### config.mk
export PLATFORM = sky130hd
export DESIGN_NAME = mbist_fail_log
export DESIGN_NICKNAME = d
export VERILOG_FILES = /design/src/rtl/mbist_pkg.sv /design/src/rtl/mbist_fail_cam.sv /design/src/rtl/mbist_fail_log.sv
export SDC_FILE = /design/constraint.sdc
export NUM_CORES = 1
export LEC_CHECK = 0
export BUFFER_PORTS_ARGS = -buffer_cell sky130_fd_sc_hd__buf_2
export CAP_MARGIN = 10
export CORE_UTILIZATION = 49
export CTS_CLUSTER_DIAMETER = 40
export DETAILED_ROUTE_END_ITERATION = 8
export GPL_TIMING_DRIVEN = 0
export PLACE_DENSITY = 0.8
export SETUP_SLACK_MARGIN = 0.4
export SLEW_MARGIN = 5
export SYNTH_ARGS = -nofsm -noshare
export SYNTH_HDL_FRONTEND = slang
export SYNTH_SLANG_ARGS = --single-unit
### constraint.sdc
create_clock -name clk -period 1.7 [get_ports clk]
set_clock_uncertainty 0.05 [all_clocks]
set_input_delay 0.085 -clock clk [delete_from_list [all_inputs] [get_ports clk]]
set_output_delay 0.085 -clock clk [all_outputs]
set_load 0.03 [all_outputs]
### src/rtl/mbist_pkg.sv
// mbist_pkg: shared state encoding, default table depth and width helpers for mbist blocks
package mbist_pkg;
  typedef enum logic [1:0] {IDLE, ARMED, COMPLETE} state_t;
  localparam int ENTRIES_DEF = 4;
  function automatic int cnt_w(int n);
    return $clog2(n + 1);
  endfunction
  function automatic int idx_w(int n);
    return n > 1 ? $clog2(n) : 1;
  endfunction
endpackage

### src/rtl/mbist_fail_cam.sv
// mbist_fail_cam: address storage with valid bits, parallel match and indexed read; lookup port with MBIST_REMAP_EN
module mbist_fail_cam import mbist_pkg::*; #(
  parameter int addr = 3,
  parameter int ENTRIES = ENTRIES_DEF
) (
  input  logic                          clk,
  input  logic                          rst,
  input  logic                          clr,
  input  logic                          we,
  input  logic [idx_w(ENTRIES)-1:0]     wr_idx,
  input  logic [addr-1:0]               wr_addr,
  input  logic [addr-1:0]               dd_addr,
  output logic                          dd_hit,
  input  logic [idx_w(ENTRIES)-1:0]     rd_idx,
  output logic [addr-1:0]               rd_data
`ifdef MBIST_REMAP_EN
  ,
  input  logic [addr-1:0]               lk_addr,
  output logic                          lk_hit,
  output logic [idx_w(ENTRIES)-1:0]     lk_idx
`endif
);
  localparam int IW = idx_w(ENTRIES);
  logic [addr-1:0] mem [ENTRIES];
  logic [ENTRIES-1:0] vld, dd_m;
  always_ff @(posedge clk) begin
    if (rst || clr) begin
      vld <= '0;
    end else if (we) begin
      mem[wr_idx] <= wr_addr;
      vld[wr_idx] <= 1'b1;
    end
  end
  always_comb begin
    dd_m = '0;
    for (int i = 0; i < ENTRIES; i++) dd_m[i] = vld[i] && mem[i] == dd_addr;
  end
  assign dd_hit = |dd_m;
  assign rd_data = int'(rd_idx) < ENTRIES ? mem[rd_idx] : '0;
`ifdef MBIST_REMAP_EN
  logic [ENTRIES-1:0] lk_m;
  always_comb begin
    lk_m = '0;
    lk_idx = '0;
    for (int i = 0; i < ENTRIES; i++) lk_m[i] = vld[i] && mem[i] == lk_addr;
    // scan downward so the lowest matching entry wins
    for (int i = ENTRIES - 1; i >= 0; i--) if (lk_m[i]) lk_idx = IW'(i);
  end
  assign lk_hit = |lk_m;
`endif
endmodule

### src/rtl/mbist_fail_log.sv
// mbist_fail_log: logs unique mbist failing addresses into a spare-row table and reports repairability.
// Define MBIST_REMAP_EN to add the registered remap lookup port (lk_*).
module mbist_fail_log import mbist_pkg::*; #(
  parameter int addr = 3,
  parameter int ENTRIES = ENTRIES_DEF
) (
  input  logic                          clk,
  input  logic                          rst,
  input  logic                          start,
  input  logic                          fail,
  input  logic [addr-1:0]               fail_addr,
  input  logic                          done,
  output logic [cnt_w(ENTRIES)-1:0]     log_count,
  output logic                          overflow,
  output logic                          log_ready,
  output logic                          repairable,
  input  logic                          rd_en,
  input  logic [idx_w(ENTRIES)-1:0]     rd_idx,
  output logic                          rd_valid,
  output logic [addr-1:0]               rd_addr
`ifdef MBIST_REMAP_EN
  ,
  input  logic [addr-1:0]               lk_addr,
  output logic                          lk_hit,
  output logic [idx_w(ENTRIES)-1:0]     lk_idx
`endif
);
  localparam int CW = cnt_w(ENTRIES);
  localparam int IW = idx_w(ENTRIES);
  state_t state_q, state_d;
  logic [CW-1:0] count_q;
  logic ovf_q, dd_hit, full, log_fail, we, rd_ok;
  logic [addr-1:0] cam_rd;
`ifdef MBIST_REMAP_EN
  logic cam_lk_hit;
  logic [IW-1:0] cam_lk_idx;
`endif
  mbist_fail_cam #(.addr(addr), .ENTRIES(ENTRIES)) u_cam (
    .clk     (clk),
    .rst     (rst),
    .clr     (start),
    .we      (we),
    .wr_idx  (count_q[IW-1:0]),
    .wr_addr (fail_addr),
    .dd_addr (fail_addr),
    .dd_hit  (dd_hit),
    .rd_idx  (rd_idx),
    .rd_data (cam_rd)
`ifdef MBIST_REMAP_EN
    ,
    .lk_addr (lk_addr),
    .lk_hit  (cam_lk_hit),
    .lk_idx  (cam_lk_idx)
`endif
  );
  assign full = count_q == CW'(ENTRIES);
  assign log_fail = state_q == ARMED && !start && fail && !dd_hit;
  assign we = log_fail && !full;
  assign rd_ok = rd_en && CW'(rd_idx) < count_q;
  always_comb state_d = start ? ARMED : (state_q == ARMED && done) ? COMPLETE : state_q;
  always_ff @(posedge clk) begin
    if (rst) begin
      state_q <= IDLE;
      count_q <= '0;
      ovf_q <= 1'b0;
      rd_valid <= 1'b0;
      rd_addr <= '0;
    end else begin
      state_q <= state_d;
      count_q <= start ? '0 : count_q + CW'(we);
      ovf_q <= start ? 1'b0 : ovf_q | (log_fail & full);
      rd_valid <= rd_ok;
      rd_addr <= rd_ok ? cam_rd : '0;
    end
  end
  assign log_count = count_q;
  assign overflow = ovf_q;
  assign log_ready = state_q == COMPLETE;
  assign repairable = log_ready & ~ovf_q;
`ifdef MBIST_REMAP_EN
  always_ff @(posedge clk) begin
    if (rst) begin
      lk_hit <= 1'b0;
      lk_idx <= '0;
    end else begin
      lk_hit <= log_ready & cam_lk_hit;
      lk_idx <= (log_ready & cam_lk_hit) ? cam_lk_idx : '0;
    end
  end
`endif
endmodule

==> key figures <==
Detailed routing
  – Via density per instance: 5.733
  – Iteration-0 DRC Markers: 26
  – Routed wl met2: 1851 um
  – Antenna-violating nets left: 0
  – Vias: 1032
  – Met1 WL: 1358 um
  – WL per Instance: 19.29 um
  – # DRC: 0
  – Final Routed Wirelength: 3473 um
  – Met3 WL: 136 um
  – 1st-pass router iterations: 4
  – DR top layer: met4

Run status
  – Status: finished with violations
  – Violated checks: setup timing

Power
  – Power Dens Cells: between 600 and 700 mW/mm2
  – Leakage power: 0.7569 nW
  – Peak VDD IR: around 0.00065 V

Synth
  – Ys Warns: 0
  – Gate Count Post-Synth: 100
  – Cell Area, Synth: 0.001230 mm2
  – Number of flops mapped to enable cells by yosys: 12
  – Synth async-reset ratio: 0
  – Syn nets: approximately 110
  – Post-synth cell types: 27
  – Yosys reg bits: 26
  – Mapped Avg Cell Area: 12.30 um2
  – Sequential share of the synthesized area: 0.5209
  – Synth Flop Type: dfxtp_1

Floorplan
  – # IOs: 21
  – Core area: 0.002297 mm2
  – Die X: 52.10 um
  – Initial Utilization: 0.5354
  – Die area: 0.002714 mm2
  – FP Rows: 17
  – Die Y: approximately 52 um

Global route
  – Initial antenna violation count: 0
  – First-pass GRT wire length: approximately 5100 um
  – Tot GR Track Use: 0.2829
  – Vias in the first global route: 1003
  – Largest net degree at the start of global routing: 16
  – Grt ovf: 0

Timing
  – Endpoints failing hold: 0
  – Min Tclk post-route: between 1.5 and 2 ns
  – Fin crit share: 1.074
  – Max Freq: 547.6 MHz
  – Setup Viol. Count Final: 15
  – Worst Tran Pin Value: roughly 0.57 ns
  – Rel. slew slack: 0.6162
  – Setup TNS: -1.218 ns
  – RSZ-0062 raised after global routing: yes
  – Max Slew Vio Count: 0
  – Final WS setup: -0.1262 ns

Critical path
  – Arrival time at the worst endpoint: 1.82 ns
  – Kind of critical path: flop to flop
  – Critical path endpoint category: flop
  – Slowest cell on crit path: edfxtp_1
  – Buf/Inv on CP: 2
  – Worst-path maximum fanout: 4
  – CP Launch Type: flop
  – WP data required: approximately 1.7 ns
  – CP peak stage delay: 0.46 ns
  – Cell family with most CP delay: flip-flops
  – CP cell instances: xnor2_2 > a41oi_4 > nand4_4 > buf_6 > buf_12 > nor3_4

Placed design
  – Pre-CTS WS: -0.2550 ns
  – Placed insts: around 150
  – Routability cong.: around 0.81
  – Buffers added on ports: 20
  – HPWL Detailed: 1755 um

Cells and area
  – Inserted Diodes: 0
  – Syn-to-layout area delta: 52.29%
  – Layout Cells excl Fill: 180
  – Layout Utilization: 0.8154
  – Fraction of layout cells with a size suffix above 1: 0.5395
  – Nets: around 170
  – Fill cells: 114
  – Most frequent cells in the layout: 19 x buf_2, 16 x buf_4, 12 x edfxtp_1
  – Commonest non-fill, non-tap cell in the layout: buf_2

CTS
  – Clk slew on worst S/H paths: 0.15 ns
  – Clk Latency, worst-skew pair: between 0.3 and 0.4 ns
  – Clk root buf: clkbuf_4
  – Sink Count: 26
  – CTS Buf Count: 3
  – CTS tree: built
  – H-Tree Depth: 1
  – Maximum clock path buffer count: 2

Flow run
  – # Max-Cap Violations: 0

Hold path
  – Worst min-delay path class: input port to flop
[through the flow]
step | area [um2] | power [mW] | hold WS (ns)
finish | 1873 | 1.252 | 0.02798
global route | 1873 | 1.298 | 0.01640
CTS | 1757 | 1.236 | 0.02830
detailed placement | 1390 | 0.7795 | 0.2404
global placement | 1390 | 0.7752 | 0.2332
floorplan | 1255 | 0.7455 | 0.1074
[sequential cells by signal (all words and copies together) (netlist names)]
name and count:
u_cam.mem 12, u_cam.vld 4, log_count 3, rd_addr 3
state_q 2, overflow 1, rd_valid 1
[where the power goes]
part	internal (mW)	switching, mW	total, mW
combinational	0.0760	0.0780	0.154
sequential	0.656	0.00603	0.662
clock	0.239	0.197	0.436
total	0.971	0.281	1.25
[cell usage after synthesis, types with 3 or more instances]
cell type   n  area share
dfxtp_1    14        0.23
edfxtp_1   12        0.29
xnor2_1    12       0.085
nand2_1     8       0.024
nor2_1      6       0.018
nor2b_1     6       0.031
a21oi_1     4       0.016
nand4_1     4       0.020
nor3_1      4       0.016
buf_6       3       0.027
ha_1        3       0.031
mux4_2      3       0.055
o21ai_0     3       0.012
[logic make-up after synthesis]
| family | synth area share |
|---|---|
| multiplexers | 0.05493 |
| adder cells (fa/ha/maj) | 0.03052 |
| AO/OA/AOI/OAI | 0.07833 |
| buffers and inverters | 0.03968 |
| XOR/XNOR | 0.09868 |
| AND/OR/NAND/NOR | 0.1770 |
| flip-flops | 0.5209 |
[area by class of cell]
| type | instances | area [um2] | share of cell area |
|---|---|---|---|
| clock buffer | 3 | 22.52 | 0.01202 |
| sequential | 26 | 650.6 | 0.3474 |
| timing repair buffer | 48 | 366.6 | 0.1957 |
| buffer | 4 | 41.29 | 0.02204 |
| multi-input combinational | 68 | 719.4 | 0.3841 |
| clock inverter | 1 | 30.03 | 0.01603 |
| inverter | 2 | 7.507 | 0.004008 |
| tap | 28 | 35.03 | 0.01870 |
[worst reg2reg max path: stages, from the launching register on]
cell	delay, ns
edfxtp_1	0.46
xnor2_2	0.18
a41oi_4	0.25
nand4_4	0.15
buf_6	0.16
buf_12	0.12
nor3_4	0.18
[routing by layer]
layer  track usage  up-vias
li1              -      467
met4        0.1937        0
met1        0.3178      520
met3       0.05556       11
met2        0.4765       34
met5             0        -
[path summary, 6_finish.rpt]
kind	start	end	slack (ns)	depth (start not counted)
hold / removal	fail	u_cam.vld[3]	0.03	3
setup / recovery	u_cam.mem[3][0]	u_cam.mem[1][2]	-0.13	6
hold reg to reg	u_cam.vld[0]	u_cam.vld[0]	0.43	2
setup reg to reg	u_cam.mem[3][0]	u_cam.mem[1][2]	-0.13	6
[timing repair]
action,CTS,global route
setup endpoints to repair,24,26
hold endpoints to repair,14,0
hold buffers,6,0
pin swaps,12,2
resized for setup,25,17
buffers inserted,16,6
gates cloned,0,0
No activity file was read; power rests on OpenSTA's default activity.
